**config.mk**
```make
export PLATFORM = sky130hd
export DESIGN_NAME = l1d_cache
export DESIGN_NICKNAME = d
export VERILOG_FILES = /design/src/rtl/l1d_cache.sv
export SDC_FILE = /design/constraint.sdc
export NUM_CORES = 1
export LEC_CHECK = 0
export CAP_MARGIN = 15
export CORE_UTILIZATION = 50
export DETAILED_ROUTE_END_ITERATION = 7
export PLACE_DENSITY_LB_ADDON = 0.08
export SLEW_MARGIN = 20
export SYNTH_ARGS = -nofsm -noshare
export SYNTH_HDL_FRONTEND = slang
export SYNTH_SLANG_ARGS = --single-unit
```
**constraint.sdc**
```tcl
create_clock -name clock -period 8 [get_ports clock]
set_input_delay 1.6 -clock clock [delete_from_list [all_inputs] [get_ports clock]]
set_output_delay 1.6 -clock clock [all_outputs]
set_load 0.005 [all_outputs]
```
**src/rtl/l1d_cache.sv**
```systemverilog
// Direct-mapped, write-through, no-write-allocate L1 data cache, one 32-bit word per line.
// Initiator on the memory controller's L1D port; all port outputs are registered or state-decoded.
module l1d_cache #(
  parameter int LINES       = 16,
  parameter int MEM_LATENCY = 1
) (
  input  logic        clock,
  input  logic        reset_n,
  input  logic [31:0] cpu_address,
  input  logic [31:0] cpu_write_data,
  input  logic        cpu_read,
  input  logic        cpu_write,
  input  logic        invalidate,
  output logic [31:0] cpu_read_data,
  output logic        cpu_ready,
  output logic [31:0] l1d_address,
  output logic [31:0] l1d_input_data,
  output logic        l1d_mem_read,
  output logic        l1d_mem_write,
  input  logic [31:0] output_data,
  input  logic        stall_l1d,
  output logic [2:0]  dbg_state
);

  // Handshake: the CPU holds cpu_read/cpu_write stable until the one-cycle cpu_ready pulse;
  // toward memory, a strobe is accepted in a cycle where stall_l1d is low at the clock edge.

  localparam int IB = $clog2(LINES);
  localparam int TB = 30 - IB;
  localparam int CW = $clog2(MEM_LATENCY + 1);

  typedef enum logic [2:0] {
    IDLE      = 3'd0,
    READ_REQ  = 3'd1,
    READ_WAIT = 3'd2,
    WRITE_REQ = 3'd3,
    DONE      = 3'd4
  } state_t;

  state_t state, state_nx;

  logic [LINES-1:0] valid;
  logic [TB-1:0]    tag_mem  [LINES];
  logic [31:0]      data_mem [LINES];
  logic [CW-1:0]    cnt;

  logic [IB-1:0] cpu_idx, req_idx;
  logic [TB-1:0] cpu_tag, req_tag;
  logic          cpu_hit, req_hit, fill_now;
  logic          cpu_byte_unused;

  assign cpu_idx         = cpu_address[IB+1:2];
  assign cpu_tag         = cpu_address[31:IB+2];
  assign req_idx         = l1d_address[IB+1:2];
  assign req_tag         = l1d_address[31:IB+2];
  assign cpu_hit         = valid[cpu_idx] && (tag_mem[cpu_idx] == cpu_tag);
  assign req_hit         = valid[req_idx] && (tag_mem[req_idx] == req_tag);
  assign fill_now        = (state == READ_WAIT) && (cnt == CW'(1));
  assign cpu_byte_unused = ^cpu_address[1:0];

  assign l1d_mem_read  = (state == READ_REQ) || (state == READ_WAIT);
  assign l1d_mem_write = (state == WRITE_REQ);
  assign cpu_ready     = (state == DONE);
  assign dbg_state     = state;

  always_comb begin
    state_nx = state;
    case (state)
      IDLE: begin
        if (invalidate)     state_nx = IDLE;
        else if (cpu_write) state_nx = WRITE_REQ;
        else if (cpu_read)  state_nx = cpu_hit ? DONE : READ_REQ;
      end
      READ_REQ:  if (!stall_l1d) state_nx = READ_WAIT;
      READ_WAIT: if (fill_now)   state_nx = DONE;
      WRITE_REQ: if (!stall_l1d) state_nx = DONE;
      DONE:      state_nx = IDLE;
      default:   state_nx = IDLE;
    endcase
  end

  always_ff @(posedge clock or negedge reset_n) begin
    if (!reset_n) begin
      state          <= IDLE;
      valid          <= '0;
      cnt            <= '0;
      cpu_read_data  <= '0;
      l1d_address    <= '0;
      l1d_input_data <= '0;
    end else begin
      state <= state_nx;
      case (state)
        IDLE: begin
          if (invalidate) begin
            valid <= '0;
          end else if (cpu_write) begin
            l1d_address    <= {cpu_address[31:2], 2'b00};
            l1d_input_data <= cpu_write_data;
          end else if (cpu_read) begin
            if (cpu_hit) cpu_read_data <= data_mem[cpu_idx];
            else         l1d_address   <= {cpu_address[31:2], 2'b00};
          end
        end
        READ_REQ: if (!stall_l1d) cnt <= CW'(MEM_LATENCY);
        READ_WAIT: begin
          cnt <= cnt - CW'(1);
          if (fill_now) begin
            valid[req_idx] <= 1'b1;
            cpu_read_data  <= output_data;
          end
        end
        default: ;
      endcase
    end
  end

  // Line storage needs no reset: valid bits gate every use of it.
  always_ff @(posedge clock) begin
    if (fill_now) begin
      tag_mem[req_idx]  <= req_tag;
      data_mem[req_idx] <= output_data;
    end else if ((state == WRITE_REQ) && !stall_l1d && req_hit) begin
      data_mem[req_idx] <= l1d_input_data;
    end
  end

endmodule

```
==> flow_metrics.py <==
metrics = {
    "outcome": {
        "status": "completed",
    },
    "power_and_ir_drop": {
        "clkPwrFrac_pct": 31.5,
        "swShare_pct": 28.69,
        "leakage_nw": 16.86,
        "p_comb_share_pct": 23.2,
        "p_int_mw": 11.60,
        "seqPwrFrac_pct": 45.3,
        "ir_worst_vdd_uv": 197.5,
        "power_switching_mw": 4.667,
        "finalPower_mw": 16.27,
        "powerDensity_nw_per_um2": 313.9,
    },
    "routing": {
        "first_pass_iters": 5,
        "drtIter0Drc": 2302,
        "wl_per_cell_um": 31.65,
        "antenna_left": 0,
        "vias": 23380,
        "wl_um": 115600,
        "drc": 0,
        "vias_per_cell": 6.401,
    },
    "floorplanning": {
        "die_h_um": 300.5,
        "coreArea_um2": 88370,
        "rows": 109,
        "start_util_pct": 50.43,
        "die_area_um2": 90330,
        "fp.dieW_um": 300.5,
        "pin_count": 204,
    },
    "clocking": {
        "post_cts_buffers": 0,
        "path_clk_slew_ns": 0.06,
        "clk_path_buf_depth": 3,
        "ctsResizeCount": 0,
        "cts_tree": "done",
        "hold_buffers": 0,
        "numCtsBuffers": 108,
        "root_buffer": "clkbuf_16",
        "clock_latency_ns": 0.68,
        "h-tree-depth": 3,
        "cts.sinks": 1042,
    },
    "placement": {
        "place_hpwl_um": 65530,
        "io_buffers": 199,
        "globalplace.congestion": 0.8138,
    },
    "logic_synthesis": {
        "ys_seq_area_share_pct": 68.93,
        "yosysTopAreaCellShare_pct": 62.53,
        "postSynthAreaPerCell_um2": 20.76,
        "syn-cell-area_um2": 44570,
        "yosys.area.top_type": "edfxtp_1",
        "synth_most_common_cell": "edfxtp_1",
        "synth-seq-cells": 1042,
        "synthFlopType": "edfxtp_1",
        "yosys.cell_types.count": 60,
        "syn_inst": 2147,
        "yosys_warnings": 0,
        "synth_edf_count": 928,
        "async_reset_ff_share_pct": 10.94,
        "synth_area_leaders": "edfxtp_1, mux4_2, dfrtp_1",
        "synth_common_cells": "edfxtp_1, mux4_2, mux2_2",
    },
    "sta": {
        "rsz0062_at_grt": "no",
        "drv_slew": 0,
        "setup_violations": 0,
        "worst_slew_pin_slew_ns": 1.119,
        "min_period_over_period_pct": 70.28,
        "slew_headroom_pct": 25.30,
        "fin_skew_ns": 0.02452,
        "finalHoldViolations": 0,
        "finalSetupTns_ns": 0,
        "post-route-min-period_ns": 5.623,
        "max_freq_mhz": 177.9,
    },
    "min_path": {
        "min_path_cells": 1,
        "min_from": "cpu_read_data[26]",
        "holdPathEnd": "cpu_read_data[26]",
        "hp-class": "register to register",
    },
    "layout": {
        "seq_area_um2": 30730,
        "syn_to_final_growth_pct": 16.28,
        "multi_input_area_um2": 13400,
        "layout-drive-gt1-share_pct": 32.26,
        "fillCellCount": 6529,
        "nets": 2493,
    },
    "critical_path": {
        "worstPathRequired_ns": 8.32,
        "critPathMaxFanout": 47,
        "path_class": "register to register",
        "cp.arrival_ns": 5.94,
        "crit_slowest_cell": "dfrtp_4",
        "cp_slowest_stage_delay_ns": 0.89,
        "worst-r2r-setup-slack_ns": 2.38,
        "start_kind": "register",
        "reg2reg_to": "data_mem[4][19]",
        "r2r-start": "l1d_address[3]",
        "r2r_cells": 9,
        "worstSetupEndpointType": "register",
        "cp_cell_sequence": "buf_4 > mux4_2 > mux4_2 > xor2_1 > nor4_1 > nand4_1 > nor4_4 > buf_4 > mux2_1",
    },
    "grt": {
        "grt-ovfl-total": 0,
        "grt_usage_pct": 26.02,
        "grt_max_degree": 80,
        "first_global_vias": 24250,
        "antenna_found_initial": 1,
        "grt_pass1_wl_um": 168000,
    },
    "flow_run": {
        "max-cap-violations": 0,
    },
}
-- per-stage QoR --
| stage | utilization, % | worst slack (ns) | hold slack [ns] | std cells | cell area, um^2 |
|---|---|---|---|---|---|
| floorplan | - | 1.533 | 0.4752 | 2148 | 44570 |
| global route | 58.63 | 2.209 | 0.5211 | 3651 | 51820 |
| detailed placement | 54.49 | 1.887 | 0.4956 | 3446 | 48160 |
| global placement | 54.46 | 1.824 | 0.4870 | 3445 | 48130 |
| finish | 58.64 | 2.377 | 0.5056 | 3652 | 51820 |
| CTS | 58.63 | 2.372 | 0.5089 | 3651 | 51820 |
-- logic make-up after synthesis --
group / after synthesis / synth area share (%)
AND/OR/NAND/NOR: 161 / 1.802
other: 1 / 0.008415
flip-flops: 1042 / 68.93
AO/OA/AOI/OAI: 121 / 1.951
buffers and inverters: 142 / 1.519
XOR/XNOR: 59 / 1.160
multiplexers: 621 / 24.63
-- worst max path at each step --
stage,start,endpoint
floorplan,l1d_address[2],data_mem[0][0]
global placement,cpu_address[4],l1d_address[21]
detailed placement,cpu_address[3],cpu_read_data[14]
CTS,l1d_address[3],data_mem[4][19]
global route,l1d_address[3],data_mem[4][19]
finish,l1d_address[3],data_mem[4][19]
-- registers in the layout, summed over array words and instances (netlist names) --
| signal | count |
|---|---|
| l1d_address | 30 |
| l1d_input_data | 32 |
| tag_mem | 416 |
| valid | 16 |
| data_mem | 512 |
| cnt | 1 |
| dbg_state | 3 |
| cpu_read_data | 32 |
-- worst max-delay path: cells and delay by family, from the launching register on --
family                 cells  cell delay, ns
buffers and inverters      2            1.30
flip-flops                 1            0.89
XOR/XNOR                   1            0.19
AND/OR/NAND/NOR            3            1.19
multiplexers               3            1.52
-- area by class of cell --
class,instances,share of cell area (%)
antenna,1,0.004829
sequential,1042,59.30
multi-input combinational,964,25.87
tap,1165,2.813
clock inverter,74,1.466
timing repair buffer,265,4.877
clock buffer,131,5.599
inverter,10,0.07726
-- placed cells by master (no fill, tap or decap), types with 5 or more instances in the layout --
master           instances
clkdlybuf4s50_1        194
nor4_1                   5
a31oi_1                  7
nor2_4                  16
clkinv_1                24
a221oi_1                 8
nand2b_1                 5
nand2_1                 47
mux2_2                 154
a211oi_1                 8
clkbuf_16              110
bufinv_16               12
o22ai_1                 13
dfrtp_1                111
buf_4                   64
nand4_1                  8
edfxtp_1               928
nor3_1                   8
clkinvlp_4              10
a21oi_1                 10
nor2_1                  22
xnor2_1                 40
clkinv_2                22
xor2_1                  19
mux4_2                 362
clkbuf_1                14
clkbuf_8                 7
o211ai_1                 5
mux2_1                  30
nor2b_1                  9
inv_1                    6
o21a_1                  17
mux2i_1                 75
nor3_2                   8
o21ai_0                 18
a22o_1                   5
-- routing by layer --
layer  up-vias  track usage [%]  share of wire [%]
met2      1005            40.15                 48
met1     12680            38.08                 42
met4         0            6.599                2.1
met3       159            5.613                8.3
li1       9531                -                  -
met5         -                0                  0
-- power groups by stage --
stage | Clock (mW) | Sequential [mW] | Combinational, mW
6_report | 5.12 | 7.37 | 3.77
3_3_place_gp | 0 | 7.43 | 3.73
3_5_place_dp | 0 | 7.49 | 3.79
2_1_floorplan | 0 | 7.23 | 2.30
5_1_grt | 5.41 | 7.46 | 4.00
4_1_cts | 5.21 | 7.38 | 3.80
Power figures use the tool's default switching activity.
